===== src/rtl/uart_pkg.sv =====
// Shared UART definitions: frame constants, FSM states and the baud divisor table.
// Used by both the transmitter and the receiver.
package uart_pkg;

    localparam int DATA_BITS  = 8;
    localparam int OVERSAMPLE = 16;
    localparam int DIV_W      = 14;
    localparam int TICK_W     = $clog2(OVERSAMPLE);
    localparam int IDX_W      = $clog2(DATA_BITS);

    typedef enum logic [2:0] {
        IDLE,
        START,
        DATA,
        PARITY,
        STOP
    } uart_state_e;

    // Clk cycles per oversample tick at 50 MHz, i.e. round(50e6 / (16 * baud)).
    function automatic logic [DIV_W-1:0] baud_divisor(input logic [2:0] code);
        case (code)
            3'b000:  return DIV_W'(10417);
            3'b001:  return DIV_W'(2604);
            3'b010:  return DIV_W'(651);
            3'b011:  return DIV_W'(326);
            3'b100:  return DIV_W'(163);
            3'b101:  return DIV_W'(81);
            3'b110:  return DIV_W'(54);
            default: return DIV_W'(27);
        endcase
    endfunction

endpackage


===== src/rtl/uart_baud_controller.sv =====
// Oversample tick generator: one-cycle sample_ENABLE pulse every N Clk cycles.
// clear holds the divider at zero so the first tick lands exactly N cycles later.
module uart_baud_controller
    import uart_pkg::*;
(
    input  logic       Clk,
    input  logic       reset,
    input  logic [2:0] baud_select,
    input  logic       clear,
    output logic       sample_ENABLE
);

    logic [DIV_W-1:0] cnt_q, cnt_d;
    logic [DIV_W-1:0] div;

    assign div           = baud_divisor(baud_select);
    assign sample_ENABLE = !clear && (cnt_q == div - DIV_W'(1));

    always_comb begin
        cnt_d = cnt_q + DIV_W'(1);
        if (clear || sample_ENABLE)
            cnt_d = '0;
    end

    always_ff @(posedge Clk) begin
        if (!reset)
            cnt_q <= '0;
        else
            cnt_q <= cnt_d;
    end

endmodule


===== src/rtl/uart_transmitter.sv =====
// UART transmitter: 8 data bits, even parity, one stop bit, 16x oversampled bit timing.
// Data and baud code are latched on an accepted write and held for the whole frame.
module uart_transmitter
    import uart_pkg::*;
(
    input  logic                 Clk,
    input  logic                 reset,
    input  logic [DATA_BITS-1:0] Tx_DATA,
    input  logic [2:0]           baud_select,
    input  logic                 Tx_EN,
    input  logic                 Tx_WR,
    output logic                 TxD,
    output logic                 Tx_BUSY
);

    uart_state_e          state_q, state_d;
    logic [TICK_W-1:0]    tick_q, tick_d;
    logic [IDX_W-1:0]     idx_q, idx_d;
    logic [DATA_BITS-1:0] data_q, data_d;
    logic [2:0]           baud_q, baud_d;
    logic                 txd_q, txd_d;
    logic                 busy_q, busy_d;
    logic                 sample_en;
    logic                 bit_done;
    logic                 accept;

    // Divider is parked at zero while idle, so the start bit is a full 16*N cycles.
    uart_baud_controller u_baud (
        .Clk          (Clk),
        .reset        (reset),
        .baud_select  (baud_q),
        .clear        (state_q == IDLE),
        .sample_ENABLE(sample_en)
    );

    assign accept   = Tx_WR && Tx_EN && !busy_q;
    assign bit_done = sample_en && (tick_q == TICK_W'(OVERSAMPLE - 1));

    always_comb begin
        state_d = state_q;
        tick_d  = tick_q;
        idx_d   = idx_q;
        data_d  = data_q;
        baud_d  = baud_q;

        if (state_q != IDLE && sample_en)
            tick_d = bit_done ? '0 : tick_q + TICK_W'(1);

        case (state_q)
            IDLE: begin
                if (accept) begin
                    state_d = START;
                    data_d  = Tx_DATA;
                    baud_d  = baud_select;
                    tick_d  = '0;
                    idx_d   = '0;
                end
            end
            START: begin
                if (bit_done)
                    state_d = DATA;
            end
            DATA: begin
                if (bit_done) begin
                    if (idx_q == IDX_W'(DATA_BITS - 1)) begin
                        state_d = PARITY;
                        idx_d   = '0;
                    end else begin
                        idx_d = idx_q + IDX_W'(1);
                    end
                end
            end
            PARITY: begin
                if (bit_done)
                    state_d = STOP;
            end
            STOP: begin
                if (bit_done)
                    state_d = IDLE;
            end
            default: state_d = IDLE;
        endcase
    end

    // Line level is decoded from the next state so TxD comes straight from a flop.
    always_comb begin
        txd_d = 1'b1;
        case (state_d)
            START:   txd_d = 1'b0;
            DATA:    txd_d = data_d[idx_d];
            PARITY:  txd_d = ^data_d;
            default: txd_d = 1'b1;
        endcase
        busy_d = (state_d != IDLE);
    end

    always_ff @(posedge Clk) begin
        if (!reset) begin
            state_q <= IDLE;
            tick_q  <= '0;
            idx_q   <= '0;
            data_q  <= '0;
            baud_q  <= '0;
            txd_q   <= 1'b1;
            busy_q  <= 1'b0;
        end else begin
            state_q <= state_d;
            tick_q  <= tick_d;
            idx_q   <= idx_d;
            data_q  <= data_d;
            baud_q  <= baud_d;
            txd_q   <= txd_d;
            busy_q  <= busy_d;
        end
    end

    assign TxD     = txd_q;
    assign Tx_BUSY = busy_q;

endmodule


===== config.mk =====
export PLATFORM = sky130hd
export DESIGN_NAME = uart_transmitter
export DESIGN_NICKNAME = d
export VERILOG_FILES = /design/src/rtl/uart_pkg.sv /design/src/rtl/uart_baud_controller.sv /design/src/rtl/uart_transmitter.sv
export SDC_FILE = /design/constraint.sdc
export NUM_CORES = 1
export LEC_CHECK = 0
export ABC_AREA = 1
export CAP_MARGIN = 15
export CORE_MARGIN = 1
export CORE_UTILIZATION = 53
export CTS_CLUSTER_DIAMETER = 30
export CTS_CLUSTER_SIZE = 20
export DETAILED_ROUTE_END_ITERATION = 8
export PLACE_DENSITY = 0.73
export SETUP_SLACK_MARGIN = 0.2
export SYNTH_ARGS = -nofsm -noshare
export SYNTH_HDL_FRONTEND = slang
export SYNTH_SLANG_ARGS = --single-unit

===== constraint.sdc =====
create_clock -name Clk -period 3 [get_ports Clk]
set_input_delay 0.6 -clock Clk [delete_from_list [all_inputs] [get_ports Clk]]
set_output_delay 0.6 -clock Clk [all_outputs]
set_load 0.02 [all_outputs]

==> results of run 1 <==
==> area by class of cell <==
cell class,instances,area (µm²),area share [%]
multi-input cells,250,1490,53.1
flip-flops and latches,37,749,26.8
repair buffers,24,220,7.86
inverters,39,161,5.76
clock buffers,7,86.3,3.08
well taps,52,65.1,2.32
clock inverters,1,30.0,1.07
==> path summary, 6_finish.rpt <==
kind                     startpoint                   end  cells after the start
max          baud_q[1]$_SDFFE_PN0P_        TxD$_SDFF_PN1_                     17
min            tick_q[1]$_SDFF_PN0_  tick_q[1]$_SDFF_PN0_                      2
max reg2reg  baud_q[1]$_SDFFE_PN0P_        TxD$_SDFF_PN1_                     17
min reg2reg    tick_q[1]$_SDFF_PN0_  tick_q[1]$_SDFF_PN0_                      2
==> synth_stat cells <==
cell      instances  area [µm²]
nand3_1          32         160
nand4_4           1        21.3
o21ai_1           1        5.00
or3_1             1        6.26
nor4_1            3        18.8
o21ai_2           1        8.76
a31oi_1           4        25.0
nor2_1           45         169
nor3_1            2        10.0
mux2i_1           5        50.1
xor2_1            5        43.8
nand2_2           4        25.0
inv_6             2        17.5
nor3b_1           3        22.5
inv_1            35         131
o22ai_2           1        12.5
clkbuf_1          2        7.51
inv_4             1        6.26
nand4_2           1        12.5
nand3_2           6        60.1
nand2_1          71         267
nand4_1           8        50.1
xor2_2            1        16.3
nor2_4            4        45.0
mux2i_2           1        13.8
ha_1              5        62.6
o21ai_0          10        50.1
inv_2             1        3.75
buf_6             4        45.0
nor2_2            2        12.5
o21a_1            2        15.0
a21oi_1          13        65.1
nand2_4           5        56.3
nand3b_1          3        22.5
xnor2_1           8        70.1
dfxtp_1          37         741
mux2i_4           2        45.0
==> placed cells by master (no fill, tap or decap), types with 8 or more instances in the layout <==
| master | count |
|---|---|
| nand4_1 | 8 |
| nand2_1 | 70 |
| buf_4 | 8 |
| o21ai_0 | 9 |
| inv_1 | 35 |
| dfxtp_1 | 34 |
| a21oi_1 | 13 |
| nor2_1 | 44 |
| xnor2_1 | 8 |
| clkdlybuf4s50_1 | 16 |
| nand3_1 | 32 |
==> power by group <==
group          internal, mW  leakage (nW)  switching, mW
registers             0.506         0.302         0.0177
logic                 0.113         0.858          0.153
clock network         0.271        0.0585          0.190
total                 0.890          1.22          0.361
==> metal layers <==
layer / GRT usage, % / part of all wire (%) / up-vias
met2: 36.5 / 45 / 56
met1: 31.8 / 49 / 982
met5: 0 / 0 / -
li1: - / - / 1136
met3: 4.65 / 4.2 / 11
met4: 8.39 / 1.9 / 0
==> per-stage QoR <==
| step | total power [mW] | hold WS (ps) | instance area (µm²) | std cells | utilization (%) |
|---|---|---|---|---|---|
| after floorplan | 0.724 | 441 | 2390 | 332 | - |
| after global placement | 0.778 | 462 | 2590 | 397 | 59.5 |
| after detailed placement | 0.782 | 468 | 2590 | 397 | 59.5 |
| after CTS | 1.24 | 479 | 2710 | 405 | 62.2 |
| after global routing | 1.30 | 524 | 2800 | 410 | 64.3 |
| final | 1.25 | 477 | 2800 | 410 | 64.3 |
==> flip-flops by register name, indices dropped and copies added, names as in the netlist <==
name          count
tick_q            4
TxD               1
Tx_BUSY           1
data_q            8
u_baud.cnt_q     14
state_q           3
baud_q            3
idx_q             3
==> timing repair <==
action	4_1_cts	5_1_grt
pin swaps	0	4
hold endpoints to repair	0	0
hold buffers	0	0
resized for setup	2	13
endpoints found under the setup margin	1	3
buffers inserted	0	5
==> worst register-to-register path, cell delays in order (launching register included) <==
cell and delay, ps:
dfxtp_2 360, buf_4 170, a21oi_1 260, ha_4 260, nand2_1 60, nand3_1 80, nor2_2 110, nand3b_1 130
nor2_4 140, nand4_4 160, nor2_4 150, o21ai_2 80, o22ai_2 110, inv_1 90, nand2_1 60, nand2_1 60
a31oi_1 190, nand2_1 80
==> kinds of logic (layout without fill, tap and decap cells) <==
logic type,Yosys count,in the layout,share of synthesized area (%)
compound gates,32,32,7.58
buf+inv,45,71,8.83
simple gates,191,191,40.0
flops,37,37,30.9
mux,8,8,4.55
fa+ha+maj,5,5,2.61
xor+xnor,14,14,5.44
==> results.py, run 1 <==
metrics = {
    "status": {
        "status": "complete, no violations",
    },
    "clock_network": {
        "cts_tree": "done",
        "clock_latency_ps": 300,
        "root_buffer": "clkbuf_8",
        "path_clk_slew_ps": 80,
        "htree_levels": 2,
        "cts_sinks": 37,
        "cts.path.max_buffers": 2,
        "numCtsBuffers": 5,
    },
    "global_route": {
        "grt_max_degree": 17,
        "grt_overflow_total": 0,
        "gr-usage-all-layers_pct": 23.3,
        "grt_pass1_vias": 2045,
        "antenna_found_initial": 0,
        "grt_pass1_wl_um": 9000,
    },
    "timing": {
        "min_period_ps": 2680,
        "setup_ws_ps": 321,
        "slew_violations": 0,
        "tightest_slew_ps": 537,
        "rsz0062_at_grt": "false",
        "period_share_pct": 89.3,
        "relSlewSlack_pct": 63.9,
        "setup-violations-final": 0,
        "fin_tns_setup_ps": 0,
        "hold_viol": 0,
        "max_freq_ghz": 0.373,
        "skew_ps": 7.13,
    },
    "floorplan": {
        "dieArea_um2": 4790,
        "die_h_um": 69.2,
        "std_cell_rows": 24,
        "start_util_pct": 55.0,
        "core_area_um2": 4350,
        "ioPinCount": 17,
        "die_w_um": 69.2,
    },
    "critical_path": {
        "cpMostUsedCell": "nand2_1",
        "crit_type": "reg2reg",
        "reg2reg_slack_ps": 320,
        "cp-end-kind": "flip-flop",
        "critical_path.max_stage_delay_ps": 360,
        "crit_path_max_fanout": 7,
        "crit_family": "simple AND/OR/NAND/NOR gates",
        "cp.required_ps": 3180,
        "cp_slowest_cell": "dfxtp_2",
        "startpoint_type": "flip-flop",
        "cp_num_buf_inv": 2,
        "arrival_ps": 2860,
        "crit_chain": "buf_4 > a21oi_1 > ha_4 > nand2_1 > nand3_1 > nor2_2 > nand3b_1 > nor2_4 > nand4_4 > nor2_4 > o21ai_2 > o22ai_2 > inv_1 > nand2_1 > nand2_1 > a31oi_1 > nand2_1",
    },
    "detailed_routing": {
        "drc": 0,
        "vias": 2185,
        "first_pass_iters": 5,
        "routed_wl_um": 5270,
        "viasPerCell": 5.33,
        "drt.antenna.violating_nets": 0,
        "wl_per_cell_um": 12.9,
        "drtIter0Drc": 88,
    },
    "hold_path": {
        "hold_class": "reg2reg",
    },
    "pwr": {
        "vdd_ir_drop_max_uv": 282,
        "leakagePower_nw": 1.22,
        "power_density_nw_per_um2": 447,
    },
    "placed_design": {
        "gp_congestion": 0.907,
        "port_buffers": 16,
        "dpl.hpwl_um": 3930,
        "dp_slack_ps": 90.2,
    },
    "logic_synthesis": {
        "synth-seq-cells": 37,
        "avgSynthCellArea_um2": 7.21,
        "syn-instance-count": 332,
        "yosys.cell_types.count": 37,
        "syn_area_um2": 2390,
        "syn_nets": 352,
        "yosysWarnings": 0,
        "seq_area_frac_synth_pct": 30.9,
    },
    "cells_and_area": {
        "antennaDiodeCount": 0,
        "filler_cell_count": 373,
        "area.growth.synth_to_final_pct": 17.0,
        "drive_gt1_share_pct": 15.4,
        "fin_nets": 377,
    },
    "flow_run": {
        "maxCapViolCount": 0,
    },
}
Power figures use the tool's default switching activity.
==> run 2: changes to the inputs <==
--- a/config.mk
+++ b/config.mk
@@ -7,12 +7,12 @@
 export LEC_CHECK = 0
 export ABC_AREA = 1
 export CAP_MARGIN = 15
-export CORE_MARGIN = 1
-export CORE_UTILIZATION = 53
+export CORE_MARGIN = 2
+export CORE_UTILIZATION = 59
 export CTS_CLUSTER_DIAMETER = 30
 export CTS_CLUSTER_SIZE = 20
 export DETAILED_ROUTE_END_ITERATION = 8
-export PLACE_DENSITY = 0.73
+export PLACE_DENSITY = 0.8
 export SETUP_SLACK_MARGIN = 0.2
 export SYNTH_ARGS = -nofsm -noshare
 export SYNTH_HDL_FRONTEND = slang
==> results.py, run 2 (same netlist as run 1, synthesis figures left out) <==
metrics = {
    "status": {
        "status": "complete, no violations",
    },
    "timing": {
        "rsz0062_at_grt": "false",
        "period_share_pct": 86.8,
        "max_freq_ghz": 0.384,
        "tightest_slew_ps": 583,
        "min_period_ps": 2600,
        "slew_violations": 0,
        "skew_ps": 4.00,
        "relSlewSlack_pct": 61.0,
        "hold_viol": 0,
        "setup-violations-final": 0,
        "fin_tns_setup_ps": 0,
    },
    "detailed_routing": {
        "drt-met1-wl_um": 2470,
        "drtIter0Drc": 126,
        "viasPerCell": 5.56,
        "routed_wl_um": 5300,
        "drt.antenna.violating_nets": 0,
        "wl_met3_um": 278,
        "wl_met2_um": 2440,
        "first_pass_iters": 5,
        "vias": 2262,
        "top_layer_used": "met4",
        "wl_per_cell_um": 13.0,
        "drc": 0,
    },
    "cells_and_area": {
        "layout_commonest_cell": "nand2_1",
        "antennaDiodeCount": 0,
        "area.growth.synth_to_final_pct": 15.4,
        "largest_reg_flops": 14,
        "largest_register": "u_baud.cnt_q",
        "final_cell_mix": "nand2_1, nor2_1, inv_1",
        "final_core_util_pct": 70.1,
        "register_area_um2": 749,
        "multiInputGateArea_um2": 1460,
        "drive_gt1_share_pct": 14.8,
        "reg_top3": "u_baud.cnt_q (14), data_q (8), tick_q (4)",
        "filler_cell_count": 302,
        "fin_nets": 376,
    },
    "hold_path": {
        "hold_class": "reg2reg",
        "worstHoldStart": "tick_q[1]$_SDFF_PN0_",
    },
    "clock_network": {
        "path_clk_slew_ps": 80,
        "clock_latency_ps": 300,
        "root_buffer": "clkbuf_8",
        "cts_tree": "done",
        "numCtsBuffers": 5,
        "cts.path.max_buffers": 2,
        "cts_sinks": 37,
        "hold_buffers": 0,
        "htree_levels": 2,
    },
    "critical_path": {
        "cp.required_ps": 3200,
        "cp-end-kind": "flip-flop",
        "arrival_ps": 2800,
        "cp_num_buf_inv": 2,
        "critical_path.max_stage_delay_ps": 360,
        "crit_path_max_fanout": 7,
        "startpoint": "baud_q[1]$_SDFFE_PN0P_",
        "cp_slowest_cell": "dfxtp_2",
        "crit_type": "reg2reg",
        "crit_chain": "nand2_4 > nand2_4 > nand2_4 > inv_1 > ha_1 > nand2_1 > nand3_1 > nor2_2 > nand3b_1 > nor2_4 > nand4_4 > nor2_4 > o21ai_2 > o22ai_2 > inv_1 > nand2_1 > nand2_1 > a31oi_1 > nand2_1",
        "crit_family": "simple AND/OR/NAND/NOR gates",
        "r2r_start": "baud_q[1]$_SDFFE_PN0P_",
        "cpMostUsedCell": "nand2_1",
        "startpoint_type": "flip-flop",
        "reg2reg_slack_ps": 400,
    },
    "pwr": {
        "p_sw_share_pct": 28.8,
        "combPwrFrac_pct": 21.3,
        "p_seq_share_pct": 41.8,
        "power_density_nw_per_um2": 449,
        "finalPower_mw": 1.24,
        "vdd_ir_drop_max_uv": 330,
        "p_switching_uw": 357,
        "intPower_uw": 884,
        "p_clk_share_pct": 36.9,
        "leakagePower_nw": 1.20,
    },
    "global_route": {
        "grt_pass1_wl_um": 8880,
        "grt_max_degree": 17,
        "grt_pass1_vias": 2022,
        "antenna_found_initial": 0,
        "grt_overflow_total": 0,
        "gr-usage-all-layers_pct": 25.7,
    },
    "floorplan": {
        "core_area_um2": 3940,
        "start_util_pct": 60.7,
        "die_w_um": 67.7,
        "std_cell_rows": 23,
        "ioPinCount": 17,
        "die_h_um": 67.7,
        "dieArea_um2": 4580,
    },
    "placed_design": {
        "gp_congestion": 0.870,
        "dpl.hpwl_um": 3890,
        "port_buffers": 16,
    },
    "flow_run": {
        "maxCapViolCount": 0,
    },
}
run 2: path summary, 6_finish.rpt:
check | depth (start not counted) | endpoint
worst max-delay path | 19 | TxD$_SDFF_PN1_
worst min-delay path | 2 | tick_q[1]$_SDFF_PN0_
worst max register to register | 19 | TxD$_SDFF_PN1_
worst min register to register | 2 | tick_q[1]$_SDFF_PN0_
run 2: per-stage QoR:
stage	instance area [µm²]	setup slack (ps)	instances	hold WS, ps
2_1_floorplan	2390	602	332	441
3_3_place_gp	2580	218	394	454
3_5_place_dp	2580	156	394	458
4_1_cts	2700	292	402	468
5_1_grt	2760	172	407	505
6_report	2760	397	407	466
run 2: power by group through the flow:
stage	Combinational [mW]	Sequential, mW	Clock [mW]
2_1_floorplan	0.197	0.527	0
3_3_place_gp	0.244	0.531	0
3_5_place_dp	0.251	0.532	0
4_1_cts	0.252	0.521	0.464
5_1_grt	0.293	0.521	0.483
6_report	0.264	0.519	0.457
run 2: cell type report:
class / count / share of cell area, %
Tap cell: 50 / 2.26
Timing Repair Buffer: 23 / 7.70
Sequential cell: 37 / 27.1
Multi-Input combinational cell: 250 / 52.8
Inverter: 39 / 5.75
Clock inverter: 2 / 1.36
Clock buffer: 6 / 2.99
run 2: what timing repair did:
action / in CTS / in global routing
setup buffers: 0 / 5
pin swaps: 0 / 4
endpoints found under the setup margin: 1 / 2
resized for setup: 1 / 9
run 2: worst min-delay path: cells and delay by family (launching register included):
| kind | cells | cell delay (ps) |
|---|---|---|
| compound gates | 1 | 50 |
| flops | 1 | 330 |
| buf+inv | 1 | 50 |
run 2: per-layer routing:
layer | vias to the layer above | track usage [%]
met2 | 81 | 41.7
li1 | 1134 | -
met4 | 0 | 8.67
met1 | 1033 | 33.3
met3 | 14 | 6.17
met5 | - | 0
==> run 3: changes to the inputs <==
--- a/config.mk
+++ b/config.mk
@@ -14,6 +14,7 @@
 export DETAILED_ROUTE_END_ITERATION = 8
 export PLACE_DENSITY = 0.8
 export SETUP_SLACK_MARGIN = 0.2
+export SKIP_CTS_REPAIR_TIMING = 1
 export SYNTH_ARGS = -nofsm -noshare
 export SYNTH_HDL_FRONTEND = slang
 export SYNTH_SLANG_ARGS = --single-unit
==> results of run 3 <==
Same layout as run 2: the final DEF is identical, and so are final timing and power.
